**config.mk**
```make
export PLATFORM = sky130hd
export DESIGN_NAME = weight_buffer_ctrl
export DESIGN_NICKNAME = d
export VERILOG_FILES = /design/src/rtl/weight_buffer_ctrl.sv
export SDC_FILE = /design/constraint.sdc
export NUM_CORES = 1
export LEC_CHECK = 0
export CAP_MARGIN = 20
export CORE_ASPECT_RATIO = 0.9
export CORE_MARGIN = 1
export CORE_UTILIZATION = 40
export CTS_CLUSTER_SIZE = 30
export DETAILED_ROUTE_END_ITERATION = 8
export GPL_TIMING_DRIVEN = 0
export SLEW_MARGIN = 20
export SYNTH_ARGS = -nofsm -noshare
export SYNTH_HDL_FRONTEND = slang
export SYNTH_SLANG_ARGS = --single-unit
```
**constraint.sdc**
```tcl
create_clock -name clk -period 3.2 [get_ports clk]
set_input_delay 0.64 -clock clk [delete_from_list [all_inputs] [get_ports clk]]
set_output_delay 0.64 -clock clk [all_outputs]
set_load 0.01 [all_outputs]
```
**src/rtl/weight_buffer_ctrl.sv**
```systemverilog
// Weight buffer sequencer: fetches LOAD_BEATS-beat weight sets, swaps them into the buffer, paces passes.
// Optional macro WBUF_CTRL_PERF_EN adds perf_stall_cnt (WAIT_LOAD cycles plus stalled COMPUTE cycles).
module weight_buffer_ctrl #(
  parameter int unsigned LOAD_BEATS = 9,
  parameter int unsigned CNT_LEN    = 7,
  parameter int unsigned SET_W      = 8,
  parameter int unsigned PASS_W     = 8
) (
  input  logic              clk,
  input  logic              rst_n,
  input  logic              start,
  input  logic [SET_W-1:0]  num_sets,
  input  logic [PASS_W-1:0] set_passes,
  input  logic              stall,
  input  logic              wt_valid,
  output logic              wt_ready,
  output logic              en_DFF,
  output logic              ud,
  output logic              en_cnt,
  output logic              busy,
  output logic              done
`ifdef WBUF_CTRL_PERF_EN
  ,
  output logic [15:0]       perf_stall_cnt
`endif
);

  localparam int unsigned BEAT_W  = 4;
  localparam int unsigned PHASE_W = 3;

  typedef enum logic [2:0] {
    S_IDLE, S_PRELOAD, S_SWAP, S_COMPUTE, S_WAIT_LOAD, S_DONE
  } state_e;

  state_e              state_q, state_d;
  logic [BEAT_W-1:0]   beat_cnt_q, beat_cnt_d;
  logic [PHASE_W-1:0]  phase_q, phase_d;
  logic [PASS_W-1:0]   pass_cnt_q, pass_cnt_d;
  logic [PASS_W-1:0]   set_passes_q, set_passes_d;
  logic [SET_W-1:0]    set_cnt_q, set_cnt_d;
  logic [SET_W-1:0]    sets_fetched_q, sets_fetched_d;
  logic [SET_W-1:0]    num_sets_q, num_sets_d;
  logic                busy_q, busy_d;
  logic                done_q, done_d;
  logic                ud_q, ud_d;
  logic                active;
  logic                chain_full;

  // Handshake and compute enable decode directly from flops (plus stall / wt_valid).
  assign active   = (state_q != S_IDLE) && (state_q != S_DONE);
  assign wt_ready = active && (beat_cnt_q < BEAT_W'(LOAD_BEATS)) &&
                    (sets_fetched_q < num_sets_q) && !ud_q;
  assign en_DFF   = wt_valid && wt_ready;
  assign en_cnt   = (state_q == S_COMPUTE) && !stall;
  assign ud       = ud_q;
  assign busy     = busy_q;
  assign done     = done_q;

  // Chain is full once this cycle's beat (if any) lands.
  assign chain_full = (beat_cnt_d == BEAT_W'(LOAD_BEATS));

  always_comb begin
    state_d        = state_q;
    beat_cnt_d     = beat_cnt_q;
    phase_d        = phase_q;
    pass_cnt_d     = pass_cnt_q;
    set_passes_d   = set_passes_q;
    set_cnt_d      = set_cnt_q;
    sets_fetched_d = sets_fetched_q;
    num_sets_d     = num_sets_q;

    if (en_DFF) beat_cnt_d = beat_cnt_q + BEAT_W'(1);

    unique case (state_q)
      S_IDLE: begin
        if (start) begin
          state_d        = S_PRELOAD;
          num_sets_d     = (num_sets == '0) ? SET_W'(1) : num_sets;
          set_passes_d   = (set_passes == '0) ? PASS_W'(1) : set_passes;
          beat_cnt_d     = '0;
          phase_d        = '0;
          pass_cnt_d     = '0;
          set_cnt_d      = '0;
          sets_fetched_d = '0;
        end
      end
      S_PRELOAD: begin
        if (chain_full) state_d = S_SWAP;
      end
      S_SWAP: begin
        beat_cnt_d     = '0;
        sets_fetched_d = sets_fetched_q + SET_W'(1);
        pass_cnt_d     = '0;
        phase_d        = '0;
        state_d        = S_COMPUTE;
      end
      S_COMPUTE: begin
        if (en_cnt) begin
          if (phase_q == PHASE_W'(CNT_LEN - 1)) begin
            phase_d = '0;
            if (pass_cnt_q == set_passes_q - PASS_W'(1)) begin
              pass_cnt_d = '0;
              if (set_cnt_q == num_sets_q - SET_W'(1)) begin
                state_d = S_DONE;
              end else begin
                set_cnt_d = set_cnt_q + SET_W'(1);
                state_d   = chain_full ? S_SWAP : S_WAIT_LOAD;
              end
            end else begin
              pass_cnt_d = pass_cnt_q + PASS_W'(1);
            end
          end else begin
            phase_d = phase_q + PHASE_W'(1);
          end
        end
      end
      S_WAIT_LOAD: begin
        if (chain_full) state_d = S_SWAP;
      end
      S_DONE: begin
        state_d = S_IDLE;
      end
      default: state_d = S_IDLE;
    endcase

    busy_d = (state_d != S_IDLE);
    done_d = (state_d == S_DONE);
    ud_d   = (state_d == S_SWAP);
  end

  always_ff @(posedge clk or negedge rst_n) begin
    if (!rst_n) begin
      state_q        <= S_IDLE;
      beat_cnt_q     <= '0;
      phase_q        <= '0;
      pass_cnt_q     <= '0;
      set_passes_q   <= '0;
      set_cnt_q      <= '0;
      sets_fetched_q <= '0;
      num_sets_q     <= '0;
      busy_q         <= 1'b0;
      done_q         <= 1'b0;
      ud_q           <= 1'b0;
    end else begin
      state_q        <= state_d;
      beat_cnt_q     <= beat_cnt_d;
      phase_q        <= phase_d;
      pass_cnt_q     <= pass_cnt_d;
      set_passes_q   <= set_passes_d;
      set_cnt_q      <= set_cnt_d;
      sets_fetched_q <= sets_fetched_d;
      num_sets_q     <= num_sets_d;
      busy_q         <= busy_d;
      done_q         <= done_d;
      ud_q           <= ud_d;
    end
  end

`ifdef WBUF_CTRL_PERF_EN
  logic [15:0] perf_q, perf_d;

  // Saturating count of cycles compute is starved or held off.
  always_comb begin
    perf_d = perf_q;
    if ((state_q == S_IDLE) && start) begin
      perf_d = '0;
    end else if (((state_q == S_WAIT_LOAD) || ((state_q == S_COMPUTE) && stall)) &&
                 (perf_q != 16'hFFFF)) begin
      perf_d = perf_q + 16'd1;
    end
  end

  always_ff @(posedge clk or negedge rst_n) begin
    if (!rst_n) perf_q <= '0;
    else        perf_q <= perf_d;
  end

  assign perf_stall_cnt = perf_q;
`endif

endmodule

```
==> results of run 1 <==
## routing by layer
layer  share of wire  global-route usage  up-vias
met4          0.0056              0.0281        0
met2            0.44               0.280       41
met1            0.52               0.272     1292
met3           0.032              0.0340        5
li1                -                   -     1392
met5               0                   0        -
## cells in the mapped netlist, drive strengths merged (2+ instances only)
master    n  area [um2]
nand3    15        80.1
clkbuf    9        33.8
a21oi    17        92.6
nor2b     4        25.0
or2       2        12.5
dfrtp    53        1330
buf       3        17.5
nand4     6        37.5
a22o      2        17.5
ha       14         175
nand2    52         195
a32oi     2        17.5
mux2i     3        30.0
nand2b    5        31.3
o21ai    46         234
or3       6        37.5
a41oi     2        17.5
xor2     10        87.6
o21bai    4        30.0
o31a      2        17.5
nand3b    2        15.0
a21o      3        22.5
nor4      6        58.8
a211o     3        26.3
xnor2    12         105
o31ai     3        22.5
inv      20        75.1
nor2     20        75.1
nor3     13        65.1
o211ai    3        22.5
a2111oi   2        23.8
or4       2        15.0
and2      3        18.8
and3      8        50.1
## area by class of cell
cell class	count	share of cell area
clock buffers	7	0.0234
multi-input cells	284	0.479
repair buffers	27	0.0718
flip-flops and latches	53	0.360
plain buffers	12	0.0139
well taps	96	0.0325
inverters	20	0.0203
## how the worst max path moves through the flow
stage	startpoint	endpoint	slack (ns)
finish	num_sets_q[3]$_DFFE_PN0P_	en_DFF	0.14
global route	num_sets_q[0]$_DFFE_PN0P_	set_cnt_q[6]$_DFFE_PN0P_	0.02
CTS	num_sets_q[3]$_DFFE_PN0P_	en_DFF	0.06
detailed placement	num_sets_q[3]$_DFFE_PN0P_	en_DFF	0.19
global placement	rst_n	set_passes_q[2]$_DFFE_PN0P_	-0.22
floorplan	set_passes_q[0]$_DFFE_PN0P_	set_cnt_q[3]$_DFFE_PN0P_	0.80
## power groups by stage
| stage | logic [uW] | clock network (uW) | registers (uW) |
|---|---|---|---|
| finish | 1240 | 386 | 1070 |
| global route | 1390 | 425 | 1100 |
| global placement | 1190 | 0 | 1080 |
| detailed placement | 1210 | 0 | 1070 |
| floorplan | 909 | 0 | 1020 |
| CTS | 1230 | 398 | 1070 |
## what timing repair did
action	4_1_cts	5_1_grt
pin swaps	1	0
gates cloned	0	0
gates resized for setup	0	4
setup buffers	1	0
setup endpoints to repair	1	2
## cell families (layout without fill, tap and decap cells)
kind of cell | Yosys count | after routing | synth area share
adder cells (fa/ha/maj) | 14 | 14 | 0.0545
flip-flops | 53 | 53 | 0.412
AND/OR/NAND/NOR | 146 | 146 | 0.229
XOR/XNOR | 22 | 22 | 0.0599
multiplexers | 4 | 4 | 0.0128
buffers and inverters | 32 | 66 | 0.0393
AO/OA/AOI/OAI | 98 | 98 | 0.192
## metrics by stage
stage | TNS (ns) | worst slack, ns | area, um2
finish | 0 | 0.142 | 3700
floorplan | 0 | 0.804 | 3220
global route | 0 | 0.0242 | 3700
global placement | -11.64 | -0.223 | 3600
detailed placement | 0 | 0.189 | 3590
CTS | 0 | 0.0600 | 3690
## sequential cells by signal (all words and copies together), names as in the netlist
name	count
busy	1
phase_q	3
state_q	3
beat_cnt_q	4
set_passes_q	8
done	1
pass_cnt_q	8
sets_fetched_q	8
ud	1
set_cnt_q	8
num_sets_q	8
==> flow_summary.toml, run 1 <==
[grt]
track_usage = 0.183
grt_max_degree = 54
grt_antenna_before_repair = 0
grt-ovfl-total = 0
grt_pass1_vias = 2482
grt_pass1_wl_um = 11900

[final_layout]
mostFrequentLayoutCells = "52 x nand2_1, 51 x dfrtp_1, 42 x o21ai_0"
final_common_cell = "nand2_1"
layout-drive-gt1-share = 0.0596
multiInputGateArea_mm2 = 0.00177
area_delta_synth_final_pct = 14.9
n_fill_cell = 749
layout.nets = 438
fin_util = 0.483
seq_area_mm2 = 0.00133
antenna_cells = 0
layout.cells.non_filler = 499

[setup_path]
crit_family = "compound AO/OA/AOI/OAI gates"
worst-path-stages = 7
worstPathArrival_ns = 2.42
critPathKind = "register to output port"
path_cells = "inv_1 > ha_1 > a211o_1 > a21oi_1 > o21ai_1 > a21oi_2 > clkdlybuf4s50_1"
end_kind = "output port"
crit_fanout = 5
critPathRequiredTime_ns = 2.56
start_kind = "register"
crit_buf_inv = 2
rrSetupSlack_ns = 0.24
max_stage_delay_ns = 0.56
rr_endpoint = "set_cnt_q[0]$_DFFE_PN0P_"
reg2reg_depth = 12
r2r_start = "num_sets_q[0]$_DFFE_PN0P_"
cp_slowest_cell = "clkdlybuf4s50_1"

[sta]
tightest_slew_ns = 0.689
min_period_over_period = 0.956
slew_violations = 0
clock_skew_ns = 0.00705
max_freq_mhz = 327
hold_violations = 0
period_minus_slack_ns = 3.06
rsz0062_at_grt = "false"
whs_ns = 0.377
finalSetupViolCount = 0
slew_headroom = 0.540

[logic_synthesis]
synth_edf_count = 0
synth-async-reset-ratio = 1.00
synth_area_per_cell_um2 = 8.71
ys_warn_count = 0
synth_seq_area_share = 0.412
synthFlopType = "dfrtp_1"
syn-num-nets = 404
synth_area_mm2 = 0.00322
ys_types = 55
syn_inst = 369
synth_seq_cells = 53

[floorplanning]
die-area_mm2 = 0.00840
die_width_um = 96.5
io_pins = 27
start_util = 0.420
rows = 30
fp.dieH_um = 87.1
core_area_mm2 = 0.00766

[clocking]
htreeDepth = 2
clk_pin_slew_ns = 0.09
cts-root-buf = "clkbuf_8"
cts_num_sinks = 53
tritoncts = "yes"
cts_buffers = 5
cts-hold-fix-buffers = 0
clock_path_buffers = 2
clk_latency_ns = 0.30

[power_and_ir_drop]
peakVddDrop_uv = 266
power_uw = 2700
pwr-share-seq = 0.398
p_per_area_mw_per_mm2 = 729
p_sw_uw = 1140
switching_share = 0.423
power.leakage_uw = 0.00158
p_int_uw = 1550
clkPwrFrac = 0.143
comb_power_share = 0.458

[outcome]
run_status = "completed"

[place]
hpwl_um = 5380
dp.cells = 491
port_buffers = 26
gp_congestion = 0.783

[detailed_routing]
via_per_inst = 5.47
drt_iter0_markers = 186
antenna_left = 0
route.detailed.wl_per_inst_um = 14.6
drt-total-wl_um = 7270
vias = 2730
drc = 0
first_pass_iters = 4

[flow_run]
cap_violations = 0

[hold_path]
holdCritPathClass = "input pin to async pin"
(Power assumes the default switching activity.)
==> run 2: changes to the inputs <==
- CORE_UTILIZATION: 40 -> 50
- PLACE_DENSITY: unset -> 0.7
==> run 2 against run 1 <==
  * Clock skew down 0.0021 ns
  * Combinational power about the same
  * Sequential cell count unchanged
  * Sequential power about the same
  * Die area down 20%
  * Clock power about the same
  * Via count up 2.6%
  * Power up 1.2%
  * Register-to-register slack better by 0.19 ns
  * Design area up 0.20%
==> flow_summary.toml, run 2 (synthesized netlist as in run 1, its figures left out) <==
[setup_path]
worstPathArrival_ns = 2.41
start_kind = "register"
critPathKind = "register to output port"
end_kind = "output port"
crit_fanout = 2
critPathRequiredTime_ns = 2.56

[flow_run]
cap_violations = 0

[grt]
grt_pass1_wl_um = 12100
track_usage = 0.231
grt-ovfl-total = 0
use_met3 = 0.0431
grt_pass1_vias = 2557
use_met2 = 0.333
grt_antenna_before_repair = 0
grt.met1_usage = 0.347
busiest_layer = "met1"
grt_max_degree = 54

[final_layout]
layout-drive-gt1-share = 0.0571
mostFrequentLayoutCells = "52 x nand2_1, 52 x dfrtp_1, 42 x o21ai_0"
fin_area_mm2 = 0.00370
n_fill_cell = 558
antenna_cells = 0
area_delta_synth_final_pct = 15.2
layout.nets = 438
fin_util = 0.602

[sta]
period_minus_slack_ns = 3.05
min_period_over_period = 0.954
tightest_slew_ns = 0.686
max_freq_mhz = 328
rsz0062_at_grt = "false"
clock_skew_ns = 0.00498
slew_headroom = 0.543
slew_violations = 0
finalSetupViolCount = 0
hold_violations = 0

[floorplanning]
core_area_mm2 = 0.00615
fp.dieH_um = 78.1
rows = 27
start_util = 0.523
die_width_um = 86.5
io_pins = 27
die-area_mm2 = 0.00676

[detailed_routing]
drt-total-wl_um = 7120
via_per_inst = 5.72
first_pass_iters = 4
drc = 0
drt_iter0_markers = 140
route.detailed.wl_per_inst_um = 14.5
vias = 2802
antenna_left = 0

[clocking]
cts_buffers = 5
clk_pin_slew_ns = 0.09
cts-root-buf = "clkbuf_8"
clk_latency_ns = 0.31
tritoncts = "yes"
cts-hold-fix-buffers = 0
clock_path_buffers = 2
cts_num_sinks = 53
htreeDepth = 2

[place]
hpwl_um = 5210
port_buffers = 26
place_area_mm2 = 0.00358
gp_congestion = 0.836

[outcome]
run_status = "completed"

[power_and_ir_drop]
peakVddDrop_uv = 334
power.leakage_uw = 0.00158
p_per_area_mw_per_mm2 = 736

[hold_path]
holdCritPathClass = "input pin to async pin"
## run 2: cell counts in the layout (fill, tap and decap cells not counted)
Identical to the previous run, type by type.
## run 2: repair_timing
item / in CTS / in global routing
setup buffers: 1 / 0
resized for setup: 1 / 4
setup endpoints to repair: 1 / 4
pin swaps: 0 / 0
gates cloned: 0 / 0
## run 2: critical path, cell delays in order, from the launching register on
cell and delay, ns:
dfrtp_1 0.41, inv_1 0.07, ha_1 0.29, a211o_1 0.34
a221oi_2 0.20, nand2_1 0.12, a21oi_4 0.14, clkdlybuf4s50_1 0.55
## run 2: report_power, final
group | internal, uW | switching, uW | total (uW)
sequential | 841 | 230 | 1070
clock | 172 | 214 | 387
combinational | 548 | 722 | 1270
## run 2: worst paths after layout
path / start / endpoint / slack (ns) / depth (start not counted)
max in group asynchronous: rst_n / num_sets_q[3]$_DFFE_PN0P_ / 2.35 / 1
min in group clk: phase_q[2]$_DFFE_PN0P_ / phase_q[2]$_DFFE_PN0P_ / 0.50 / 1
hold / removal: rst_n / sets_fetched_q[7]$_DFFE_PN0P_ / 0.36 / 1
setup / recovery: num_sets_q[7]$_DFFE_PN0P_ / en_DFF / 0.15 / 7
setup reg to reg: set_passes_q[0]$_DFFE_PN0P_ / pass_cnt_q[5]$_DFFE_PN0P_ / 0.43 / 10
hold reg to reg: phase_q[2]$_DFFE_PN0P_ / phase_q[2]$_DFFE_PN0P_ / 0.50 / 1
## run 2: through the flow
step           std cells  setup slack (ns)  hold slack [ns]  setup TNS [ns]  total power [uW]
5_1_grt              490            0.0106            0.418               0              2960
4_1_cts              490            0.0255            0.394               0              2710
6_report             490             0.149            0.357               0              2730
3_3_place_gp         482            -0.205            0.482          -10.66              2260
2_1_floorplan        369             0.804            0.344               0              1930
3_5_place_dp         482             0.226            0.486               0              2300
## run 2: layer usage
layer	share of wire	vias to the layer above
li1	-	1380
met1	0.50	1350
met2	0.43	64
met3	0.053	8
met4	0.014	0
met5	0	-
## run 2: final cells by class
| class | count | area (um2) | share of cell area |
|---|---|---|---|
| tap | 87 | 109 | 0.0294 |
| sequential | 53 | 1330 | 0.358 |
| buffer | 12 | 51.3 | 0.0139 |
| multi-input combinational | 284 | 1790 | 0.483 |
| timing repair buffer | 27 | 265 | 0.0716 |
| inverter | 20 | 75.1 | 0.0203 |
| clock buffer | 7 | 86.3 | 0.0233 |
==> run 3: changes to the inputs <==
- CORE_MARGIN: 1 -> unset
==> results of run 3 <==
Final layout, timing and power as in run 2 (identical DEF).
